### src/rtl/lrn_square_sum.sv
// Cross-channel sliding-window sum of squares for LRN, one output beat per channel.
// Latency: 4 cycles from accept/flush step to out_valid; steps spaced OUT_SPACING cycles apart.
module lrn_square_sum #(
    parameter int OP_WIDTH    = 16,
    parameter int NUM_PE      = 4,
    parameter int FRAC_BITS   = 8,
    parameter int LRN_SIZE    = 5,
    parameter int OUT_SPACING = NUM_PE + 1,
    parameter int CH_WIDTH    = 12
) (
    input  logic                         clk,
    input  logic                         reset,
    input  logic                         start,
    input  logic [CH_WIDTH-1:0]          num_channels,
    input  logic                         enable,
    output logic                         in_ready,
    input  logic [OP_WIDTH*NUM_PE-1:0]   data_in,
    output logic [OP_WIDTH*NUM_PE-1:0]   square_sum,
    output logic [OP_WIDTH*NUM_PE-1:0]   lrn_center,
    output logic                         out_valid,
    output logic                         busy,
    output logic                         done
);
    localparam int HALF = (LRN_SIZE - 1) / 2;
    localparam int VW   = OP_WIDTH * NUM_PE;
    localparam int CW   = CH_WIDTH + 1;
    localparam int SPW  = $clog2(OUT_SPACING + 1);
    localparam int SW   = OP_WIDTH + $clog2(LRN_SIZE + 1);
    localparam logic [CW-1:0]               HALF_C   = CW'(HALF);
    localparam logic [SPW-1:0]              SPC_LOAD = SPW'(OUT_SPACING - 1);
    localparam logic [OP_WIDTH-1:0]         POS_MAX  = {1'b0, {(OP_WIDTH-1){1'b1}}};
    localparam logic signed [2*OP_WIDTH-1:0] SQ_MAX  = {{(OP_WIDTH+1){1'b0}}, {(OP_WIDTH-1){1'b1}}};

    typedef enum logic [1:0] {IDLE, FILL, RUN, FLUSH} state_t;

    state_t                        state_q, state_d;
    logic [CH_WIDTH-1:0]           num_q, num_d;
    logic [CW-1:0]                 acc_q, acc_d, emit_q, emit_d;
    logic [SPW-1:0]                spc_q, spc_d;
    logic                          s0_vld_q, s0_vld_d, s0_emit_q, s0_emit_d;
    logic [VW-1:0]                 s0_dat_q, s0_dat_d;
    logic                          s1_vld_q, s1_vld_d, s1_emit_q, s1_emit_d;
    logic [VW-1:0]                 s1_sq_q, s1_sq_d, s1_raw_q, s1_raw_d;
    logic [LRN_SIZE-1:0][VW-1:0]   win_sq_q, win_sq_d, win_raw_q, win_raw_d;
    logic                          s2_vld_q, s2_vld_d, s2_emit_q, s2_emit_d;
    logic [VW-1:0]                 sum_q, sum_d, ctr_q, ctr_d;
    logic                          out_valid_q, out_valid_d, done_q, done_d;
    logic [CW-1:0]                 num_ext;
    logic                          accept, flush_step, clear_win;
    logic [SW-1:0]                 lane_sum;

    function automatic logic [OP_WIDTH-1:0] square_q(input logic [OP_WIDTH-1:0] x);
        logic signed [2*OP_WIDTH-1:0] xe;
        logic signed [2*OP_WIDTH-1:0] p;
        xe = {{OP_WIDTH{x[OP_WIDTH-1]}}, x};
        p  = (xe * xe) >>> FRAC_BITS;
        if (p > SQ_MAX) return POS_MAX;
        return p[OP_WIDTH-1:0];
    endfunction

    assign num_ext    = {1'b0, num_q};
    assign in_ready   = ((state_q == FILL) || (state_q == RUN)) && (spc_q == '0) && (acc_q < num_ext);
    assign accept     = enable && in_ready;
    // Flush keeps stepping until the last real channel has reached the window centre.
    assign flush_step = (state_q == FLUSH) && (spc_q == '0) && (acc_q < num_ext + HALF_C);

    always_comb begin
        state_d     = state_q;
        num_d       = num_q;
        acc_d       = acc_q;
        emit_d      = emit_q;
        spc_d       = (spc_q != '0) ? spc_q - SPW'(1) : spc_q;
        clear_win   = 1'b0;
        out_valid_d = 1'b0;
        done_d      = 1'b0;
        s0_vld_d    = 1'b0;
        s0_emit_d   = 1'b0;
        s0_dat_d    = s0_dat_q;
        if (accept || flush_step) begin
            spc_d     = SPC_LOAD;
            acc_d     = acc_q + CW'(1);
            s0_vld_d  = 1'b1;
            s0_emit_d = (acc_q >= HALF_C);
            s0_dat_d  = accept ? data_in : '0;
        end
        case (state_q)
            IDLE: begin
                // The done cycle already shows IDLE, so gate start on done_q.
                if (start && !done_q) begin
                    state_d   = FILL;
                    num_d     = num_channels;
                    acc_d     = '0;
                    emit_d    = '0;
                    spc_d     = '0;
                    clear_win = 1'b1;
                end
            end
            FILL: begin
                if (acc_d >= num_ext)     state_d = FLUSH;
                else if (acc_d >= HALF_C) state_d = RUN;
            end
            RUN: begin
                if (acc_d >= num_ext) state_d = FLUSH;
            end
            default: ;
        endcase
        if (s2_vld_q && s2_emit_q) begin
            out_valid_d = 1'b1;
            emit_d      = emit_q + CW'(1);
            if (emit_q + CW'(1) == num_ext) begin
                done_d  = 1'b1;
                state_d = IDLE;
            end
        end
    end

    always_comb begin
        s1_vld_d  = s0_vld_q;
        s1_emit_d = s0_emit_q;
        s1_raw_d  = s0_dat_q;
        for (int l = 0; l < NUM_PE; l++) begin
            s1_sq_d[l*OP_WIDTH +: OP_WIDTH] = square_q(s0_dat_q[l*OP_WIDTH +: OP_WIDTH]);
        end
        win_sq_d  = win_sq_q;
        win_raw_d = win_raw_q;
        if (clear_win) begin
            win_sq_d  = '0;
            win_raw_d = '0;
        end else if (s1_vld_q) begin
            win_sq_d[0]  = s1_sq_q;
            win_raw_d[0] = s1_raw_q;
            for (int k = 1; k < LRN_SIZE; k++) begin
                win_sq_d[k]  = win_sq_q[k-1];
                win_raw_d[k] = win_raw_q[k-1];
            end
        end
        s2_vld_d  = s1_vld_q;
        s2_emit_d = s1_emit_q;
        sum_d     = sum_q;
        ctr_d     = ctr_q;
        lane_sum  = '0;
        if (s2_vld_q && s2_emit_q) begin
            ctr_d = win_raw_q[HALF];
            for (int l = 0; l < NUM_PE; l++) begin
                lane_sum = '0;
                for (int k = 0; k < LRN_SIZE; k++) begin
                    lane_sum = lane_sum + SW'(win_sq_q[k][l*OP_WIDTH +: OP_WIDTH]);
                end
                sum_d[l*OP_WIDTH +: OP_WIDTH] = (lane_sum > SW'(POS_MAX)) ? POS_MAX : lane_sum[OP_WIDTH-1:0];
            end
        end
    end

    always_ff @(posedge clk or negedge reset) begin
        if (!reset) begin
            state_q     <= IDLE;
            num_q       <= '0;
            acc_q       <= '0;
            emit_q      <= '0;
            spc_q       <= '0;
            s0_vld_q    <= 1'b0;
            s0_emit_q   <= 1'b0;
            s0_dat_q    <= '0;
            s1_vld_q    <= 1'b0;
            s1_emit_q   <= 1'b0;
            s1_sq_q     <= '0;
            s1_raw_q    <= '0;
            win_sq_q    <= '0;
            win_raw_q   <= '0;
            s2_vld_q    <= 1'b0;
            s2_emit_q   <= 1'b0;
            sum_q       <= '0;
            ctr_q       <= '0;
            out_valid_q <= 1'b0;
            done_q      <= 1'b0;
        end else begin
            state_q     <= state_d;
            num_q       <= num_d;
            acc_q       <= acc_d;
            emit_q      <= emit_d;
            spc_q       <= spc_d;
            s0_vld_q    <= s0_vld_d;
            s0_emit_q   <= s0_emit_d;
            s0_dat_q    <= s0_dat_d;
            s1_vld_q    <= s1_vld_d;
            s1_emit_q   <= s1_emit_d;
            s1_sq_q     <= s1_sq_d;
            s1_raw_q    <= s1_raw_d;
            win_sq_q    <= win_sq_d;
            win_raw_q   <= win_raw_d;
            s2_vld_q    <= s2_vld_d;
            s2_emit_q   <= s2_emit_d;
            sum_q       <= sum_d;
            ctr_q       <= ctr_d;
            out_valid_q <= out_valid_d;
            done_q      <= done_d;
        end
    end

    assign square_sum = sum_q;
    assign lrn_center = ctr_q;
    assign out_valid  = out_valid_q;
    assign done       = done_q;
    assign busy       = (state_q != IDLE);
endmodule

### config.mk
export PLATFORM = sky130hd
export DESIGN_NAME = lrn_square_sum
export DESIGN_NICKNAME = d
export VERILOG_FILES = /design/src/rtl/lrn_square_sum.sv
export SDC_FILE = /design/constraint.sdc
export NUM_CORES = 2
export LEC_CHECK = 0
export ABC_AREA = 1
export BUFFER_PORTS_ARGS = -buffer_cell sky130_fd_sc_hd__clkbuf_2
export CORE_MARGIN = 2
export CORE_UTILIZATION = 48
export CTS_CLUSTER_SIZE = 30
export DETAILED_ROUTE_END_ITERATION = 10
export GPL_ROUTABILITY_DRIVEN = 1
export SLEW_MARGIN = 25
export SYNTH_ARGS = -nofsm -noshare
export SYNTH_HDL_FRONTEND = slang
export SYNTH_SLANG_ARGS = --single-unit
export TNS_END_PERCENT = 5
### constraint.sdc
create_clock -name clk -period 8.5 [get_ports clk]
set_input_delay 0 -clock clk [delete_from_list [all_inputs] [get_ports clk]]
set_output_delay 0 -clock clk [all_outputs]
set_load 0.02 [all_outputs]
==> results.sh <==
export IMPL_status="completed"
export IMPL_synth_edf_count=0
export IMPL_drc_errors=0
export IMPL_period_needed_ns=7.09
export IMPL_port_buffers=211
export IMPL_final_hold_violation_count=0
export IMPL_globalplace_congestion=0.911
export IMPL_detail_route_vias_per_cell=4.97
export IMPL_grt_use_total_pct=23.5
export IMPL_maxSlewViolCount=0
export IMPL_start_kind="flop"
export IMPL_fmax_mhz=141
export IMPL_cts_root_buf="clkbuf_16"
export IMPL_fp_coreArea_sq_um=168000
export IMPL_ys_top_cells_by_count="inv_1, nand2_1, fa_1, dfrtp_1, nor2_1"
export IMPL_crit_family="adder cells"
export IMPL_die_h_microns=415
export IMPL_clock_sinks=883
export IMPL_ant_nets=0
export IMPL_syn2layout_area_growth_pct=9.70
export IMPL_die_area_sq_um=172000
export IMPL_final_setup_tns_ns=0
export IMPL_clockBufferDepth=3
export IMPL_fin_crit_sh_pct=83.4
export IMPL_start_util_pct=48.4
export IMPL_hpwlAfterDp_microns=148000
export IMPL_dp_slack_ns=1.35
export IMPL_die_x_microns=415
export IMPL_numCtsBuffers=103
export IMPL_grt_max_degree=214
export IMPL_synth_net_count=11100
export IMPL_cts_setup_buffers=0
export IMPL_grt_overflow=0
export IMPL_synth_cells=9422
export IMPL_slowest_delay_ns=0.88
export IMPL_ctsResizeCount=0
export IMPL_grt_pass1_wl_microns=329000
export IMPL_crit_slowest_cell="dfrtp_1"
export IMPL_antenna_found_initial=1
export IMPL_drive_gt1_share_pct=5.78
export IMPL_synth_most_common_cell="inv_1"
export IMPL_drt_iter0_drc=3877
export IMPL_async_reset_ff_share_pct=100
export IMPL_ctsHoldBuffers=139
export IMPL_path_class="flop to flop"
export IMPL_ios=212
export IMPL_crit_chain="nand2_1 -> fa_1 -> inv_1 -> fa_1 -> inv_1 -> fa_1 -> fa_1 -> fa_1 -> fa_1 -> inv_1 -> ha_1 -> nand2_1 -> nor2_1 -> inv_1 -> nor3_1 -> o21ai_0 -> nand3_1 -> nand2_1 -> nand2_1 -> nand4_1 -> nor2_1 -> nand3_1 -> nand2_2 -> nand2_1"
export IMPL_grt_pass1_vias=62400
export IMPL_synth_area_leaders="fa_1, dfrtp_1, inv_1"
export IMPL_h_tree_depth=3
export IMPL_tightest_slew_ns=1.10
export IMPL_dp_cells=11500
export IMPL_ys_ff_latch=883
export IMPL_crit_buf_inv=4
export IMPL_instances_no_fill=11800
export IMPL_syn_area_sq_um=81200
export IMPL_fin_util_pct=53.1
export IMPL_rows=150
export IMPL_fin_ws_ns=1.41
export IMPL_crit_fanout=23
export IMPL_nets=11200
export IMPL_hold_class="input pin to flop"
export IMPL_syn_avg_cell_area_sq_um=8.62
export IMPL_crit_arrival_ns=7.70
export IMPL_wl_per_cell_microns=16.6
export IMPL_grt_setup_unrepaired="false"
export IMPL_n_antenna_cell=0
export IMPL_synthFlopType="dfrtp_1"
export IMPL_yosys_warnings=0
export IMPL_clock_latency_ns=0.79
export IMPL_seq_area_frac_synth_pct=27.2
export IMPL_synth_area_leader_cell="fa_1"
export IMPL_cts_clk_slew_worst_paths_ns=0.06
export IMPL_dr_pass1_iters=6
export IMPL_drv_cap=0
export IMPL_yosysTopAreaCellShare_pct=27.6
export IMPL_critPathCaptureType="flop"
export IMPL_drt_total_wl_microns=197000
export IMPL_relSlewSlack_pct=26.5
export IMPL_setup_viol=0
export IMPL_crit_top_cell="fa_1"
export IMPL_cts_tree="yes"
export IMPL_vias=58900
export IMPL_fin_skew_ns=0.110
export IMPL_synth_distinct_cells=59
export IMPL_crit_required_ns=9.11
[flip-flops by register name (all words and copies together) (netlist names), 2 cells and up]
signal / flops
square_sum: 64
emit_q: 13
s0_dat_q: 64
s1_raw_q: 64
acc_q: 13
lrn_center: 64
win_raw_q: 192
num_q: 12
state_q: 2
s1_sq_q: 64
spc_q: 3
win_sq_q: 320
[area by class of cell]
type                       instances  area, sq um
clock inverter                    46          681
multi-input combinational       5373        47100
tap                             2204         2760
timing repair buffer             397         2950
inverter                        2802        10500
fill                           15700        78500
clock buffer                     142         2910
sequential                       883        22100
[logic make-up (layout without fill, tap and decap cells)]
logic type | after synthesis | count (layout) | share of synthesized area, %
compound gates | 1172 | 1172 | 8.62
flops | 883 | 883 | 27.2
xor+xnor | 229 | 229 | 2.47
fa+ha+maj | 1592 | 1592 | 34.9
simple gates | 2380 | 2380 | 12.1
buf+inv | 3166 | 3387 | 14.7
[per-stage QoR]
step	hold slack, ns	area [sq um]
floorplan	-0.296	81200
global route	0.0378	89100
finish	0.0566	89100
detailed placement	0.0746	84000
global placement	0.0746	84000
CTS	0.00288	89000
[worst paths after layout]
| kind | from | end | slack (ns) | cells past startpoint |
|---|---|---|---|---|
| hold reg to reg | s1_emit_q$_DFF_PN0_ | s2_emit_q$_DFF_PN0_ | 0.35 | 0 |
| max in group asynchronous | reset | s1_raw_q[27]$_DFF_PN0_ | 6.29 | 6 |
| hold / removal | data_in[30] | s0_dat_q[30]$_DFFE_PN0N_ | 0.06 | 3 |
| setup reg to reg | s0_dat_q[63]$_DFFE_PN0N_ | s1_sq_q[59]$_DFF_PN0_ | 1.41 | 24 |
| setup / recovery | s0_dat_q[63]$_DFFE_PN0N_ | s1_sq_q[59]$_DFF_PN0_ | 1.41 | 24 |
| min in group asynchronous | reset | win_raw_q[51]$_DFFE_PN0P_ | 0.55 | 4 |
[tightest hold or removal path, delay by kind of cell]
kind	cells	cell delay, ns
AO/OA/AOI/OAI	1	0.15
buffers and inverters	2	0.62
[layout by cell type (no fill, tap or decap), types with 51 or more instances in the layout]
cell	count
dfrtp_1	882
a31oi_1	531
dlygate4sd3_1	138
nor3_1	51
clkbuf_2	209
nand2_1	1133
o21ai_0	251
or2_2	62
inv_1	2794
ha_1	473
a21oi_1	227
clkbuf_16	103
nor2_1	797
nand3_1	234
xor2_1	141
fa_1	1119
xnor2_1	88
[routing by layer]
layer  GRT usage (%)  share of wire (%)  up-vias
li1                -                  -    28400
met1            32.1                 45    29300
met2            40.3                 49     1007
met3            2.38                3.6      270
met4            5.67                2.4        0
met5               0                  0        -
Power is not shown: default switching activity piles up to over one toggle a cycle in this logic, so the estimate is an artifact.
